$ cat config.mk
export PLATFORM = sky130hd
export DESIGN_NAME = divider_for_counter
export DESIGN_NICKNAME = d
export VERILOG_FILES = /design/src/rtl/divider_for_counter.sv
export SDC_FILE = /design/constraint.sdc
export NUM_CORES = 1
export LEC_CHECK = 0
export CAP_MARGIN = 0
export CORE_MARGIN = 4
export CORE_UTILIZATION = 45
export CTS_CLUSTER_SIZE = 30
export DETAILED_ROUTE_END_ITERATION = 16
export PLACE_DENSITY_LB_ADDON = 0.1
export SLEW_MARGIN = 40
export SYNTH_ARGS = -nofsm -noshare
export SYNTH_HDL_FRONTEND = slang
export SYNTH_SLANG_ARGS = --single-unit
export TNS_END_PERCENT = 100
$ cat constraint.sdc
create_clock -name CLK -period 1.9 [get_ports CLK]
set_input_delay 0.19 -clock CLK [delete_from_list [all_inputs] [get_ports CLK]]
set_output_delay 0.19 -clock CLK [all_outputs]
set_load 0.02 [all_outputs]
$ cat src/rtl/divider_for_counter.sv
// rtl/divider_for_counter.sv - clock-enable generator dividing CLK by a fixed ratio
//
// Purpose:
//   Produces a one-CLK-wide enable pulse every DIVISOR clock cycles for the
//   seven-segment counter path. CEOUT is a synchronous count enable, never a
//   clock.
//
// Parameters:
//   DIVISOR  cycles between successive CEOUT pulses (1 .. 2^32-1)
//   CNT_W    derived counter width, not meant to be overridden
//
// Ports:
//   CLK    in   system clock, rising edge active
//   RST    in   asynchronous active-low reset
//   CEOUT  out  registered single-cycle enable pulse

module divider_for_counter #(
  parameter int unsigned DIVISOR = 40_000_000,
  parameter int unsigned CNT_W   = (DIVISOR > 1) ? $clog2(DIVISOR) : 1
) (
  input  logic CLK,
  input  logic RST,
  output logic CEOUT
);

  // A zero ratio has no meaning; stop elaboration rather than build a
  // counter that can never reach its terminal value.
  generate
    if (DIVISOR == 0) begin : g_bad_divisor
      $error("divider_for_counter: DIVISOR must be at least 1");
    end
  endgenerate

  localparam logic [CNT_W-1:0] LAST = CNT_W'(DIVISOR - 1);

  logic [CNT_W-1:0] cnt;

  // The terminal compare keeps cnt within 0..DIVISOR-1, so the CNT_W-bit
  // increment can never wrap on its own. With DIVISOR = 1 the compare is
  // always true and CEOUT stays high while out of reset.
  always_ff @(posedge CLK or negedge RST) begin
    if (!RST) begin
      cnt   <= '0;
      CEOUT <= 1'b0;
    end else if (cnt == LAST) begin
      cnt   <= '0;
      CEOUT <= 1'b1;
    end else begin
      cnt   <= cnt + 1'b1;
      CEOUT <= 1'b0;
    end
  end

endmodule

==> metrics.txt <==
DIE WIDTH about 63 um; placed instance count 165; core area about 2800 um^2; Reg-to-Reg Start cnt[3]; CTS max path bufs 2; Hold Violations, Final 0; I/O Pins 3; Primary FF master, synth dfrtp_1; RSZ-0062 raised after global routing false; Final period util 93.7%; CP Data Required Time 2.17 ns; max-cap viol count 0; GRT Residual Overflow 0; Max-slew headroom 69.7%; Post-synth ARST share 100%; top-count cell post-synth dfrtp_1; Ys Warns 0; power per cell area between 500 and 600 nW/um^2; top cells by area, synth dfrtp_1 50%, xnor2_1 8.5%, nand3_1 4.9%, xor2_1 4.6%, nor2_1 4.2%; HP Class in2async; CP Capture Point cnt[17]; layout cells sized above 1 under 10%; CTS Buf Count 3; Finished Layout Cells 169; RePlAce Congestion 0.828; Final Util about 52%; drt drc 0; Crit. End Element flip-flop; FF-to-FF setup slack 0.12 ns; synthesized flop and latch total 27; Die Area 3910 um^2; clk_skew around 0.011 ns; commonest cells in the netlist 27 x dfrtp_1, 15 x nor2_1, 13 x nand3_1, 13 x xnor2_1; wire length per cell 14.9 um; Mapped Cells 129; area of the multi-input gates 651 um^2; Synth cell types 28; Post-DRT Antenna Nets 0; Tot GR Track Use 14.7%; max-slew violations 0; buffer and inverter count on the worst path 0; top-area cell type share of the netlist area 50.5%; Reg area around 680 um^2; syn nets 133; LEAKAGE 0.586 nW; CTS resizes 0; min Tclk post-route about 1.8 ns; CTS tree built; crit path max-delay cell type or4_4; Detailed Routing Iterations Pass 1 4; critical path class reg2reg; Vias roughly 1,000; crit-path max cell delay between 0.5 and 0.6 ns; startpoint types flip-flop; Post-CTS Setup Inserts 0; initial antenna violation count 0; clock root cell clkbuf_4; Slew @ Worst Pin ~0.45 ns; Final #Nets 143; CP startpoint cnt[3]; Synth Cell Area 1340 um^2; EDFF count, synth 0; number of cells on the critical path 4; total negative slack 0 ns; pin count of the biggest net entering global routing 28; sequential-to-total area share from yosys stat 50.5%; Place WS 0.167 ns; Final setup viols 0; Detailed Place HPWL 1880 um; post-cts hold buffer count 0; crit path max fanout 6; CP delay by family, top simple AND/OR/NAND/NOR gates; TritonCTS Sinks 27; cell accounting for the most synthesized area dfrtp_1; Max H-tree Level 1; Total Power approximately 0.00085 W; global-route wire length before repair between 4000 and 5000 um; Initial Util 47.7%; crit-path cells nand4_1 > or4_4 > or3_1 > a21oi_1; Reg clk slew, reported paths 0.15 ns; Row Count 19; iteration-0 DRC count of the detailed router 68; Area Overhead vs Synth 8.32%; Reg2Reg Depth 4; max frequency 0.562 GHz; Routed Wire Length 2520 um; Critical Path AT 2.05 ns; clock latency on the worst-skew pair 0.34 ns; status completed; peak supply drop 0.000250 V; vias in the first global route 1,021; vias per inst 5.89; port bufs 2; RR Endpoint cnt[17]; syn_area_per_cell 10.4 um^2; Worst Slack Setup Final roughly 0.12 ns; Filler cells 259; Die Ht roughly 63 um; diode count 0
[through the flow]
step	hold WS [ns]	instance area, um^2
floorplan	-0.106	1340
detailed placement	0.502	1420
global placement	0.497	1420
global route	0.234	1450
CTS	0.202	1450
finish	0.192	1450
[cells in the final DEF, fill, tap and decap left out]
cell type	count
nor3_1	6
and3_1	3
xnor2_1	13
or4_4	2
xor2_1	7
nor4b_1	1
clkinv_2	1
and4_2	1
nor4_1	2
o31ai_1	1
nand4bb_1	1
nand2_1	6
inv_1	2
or3_1	2
nor4bb_1	1
or2_1	2
nor3_2	1
and4_1	3
nand4_4	1
o21ai_0	3
dfrtp_1	27
or4_1	1
nor2_1	15
nand3_1	13
clkbuf_4	3
nor2b_1	1
clkdlybuf4s50_1	2
nand4_1	7
ha_1	2
buf_4	4
a21oi_1	4
[where the power goes]
part           internal, W  switching, W
sequential        0.000575             0
clock            0.0000793      0.000177
combinational   0.00000314     0.0000108
[worst register-to-register path, cell delays in order, from the launching register on]
cell	delay [ns]
dfrtp_1	0.47
nand4_1	0.27
or4_4	0.51
or3_1	0.32
a21oi_1	0.14
[area by class of cell]
cell class	count	share of cell area (%)
repair buffers	6	3.45
inverters	2	0.518
clock buffers	3	1.55
flip-flops and latches	27	46.6
well taps	31	2.67
multi-input cells	99	44.9
clock inverters	1	0.345
[worst min path at each step]
| stage | start | endpoint | slack, ns | cells past startpoint |
|---|---|---|---|---|
| 2_1_floorplan | RST | CEOUT | -0.11 | 0 |
| 3_3_place_gp | cnt[0] | cnt[0] | 0.50 | 1 |
| 3_5_place_dp | cnt[0] | cnt[0] | 0.50 | 1 |
| 4_1_cts | RST | CEOUT | 0.20 | 2 |
| 5_1_grt | RST | CEOUT | 0.23 | 2 |
| 6_report | RST | cnt[25] | 0.19 | 2 |
[per-layer routing]
| metal | wire length (um) | GRT usage [%] | vias up |
|---|---|---|---|
| met5 | 0 | 0 | - |
| met4 | 61 | 7.44 | 0 |
| met3 | 72 | 1.80 | 7 |
| met2 | 1180 | 24.0 | 20 |
| met1 | 1210 | 19.2 | 490 |
| li1 | - | - | 479 |
[registers in the layout, summed over array words and instances (netlist names)]
| register | count |
|---|---|
| cnt | 26 |
| CEOUT | 1 |
[cell families after synthesis]
group,count (synthesis),synth area share (%)
xor+xnor,20,13.1
compound gates,8,3.18
fa+ha+maj,2,1.87
buf+inv,3,0.934
simple gates,69,30.5
flops,27,50.5
Note: power is estimated with default switching activity, not from simulation.
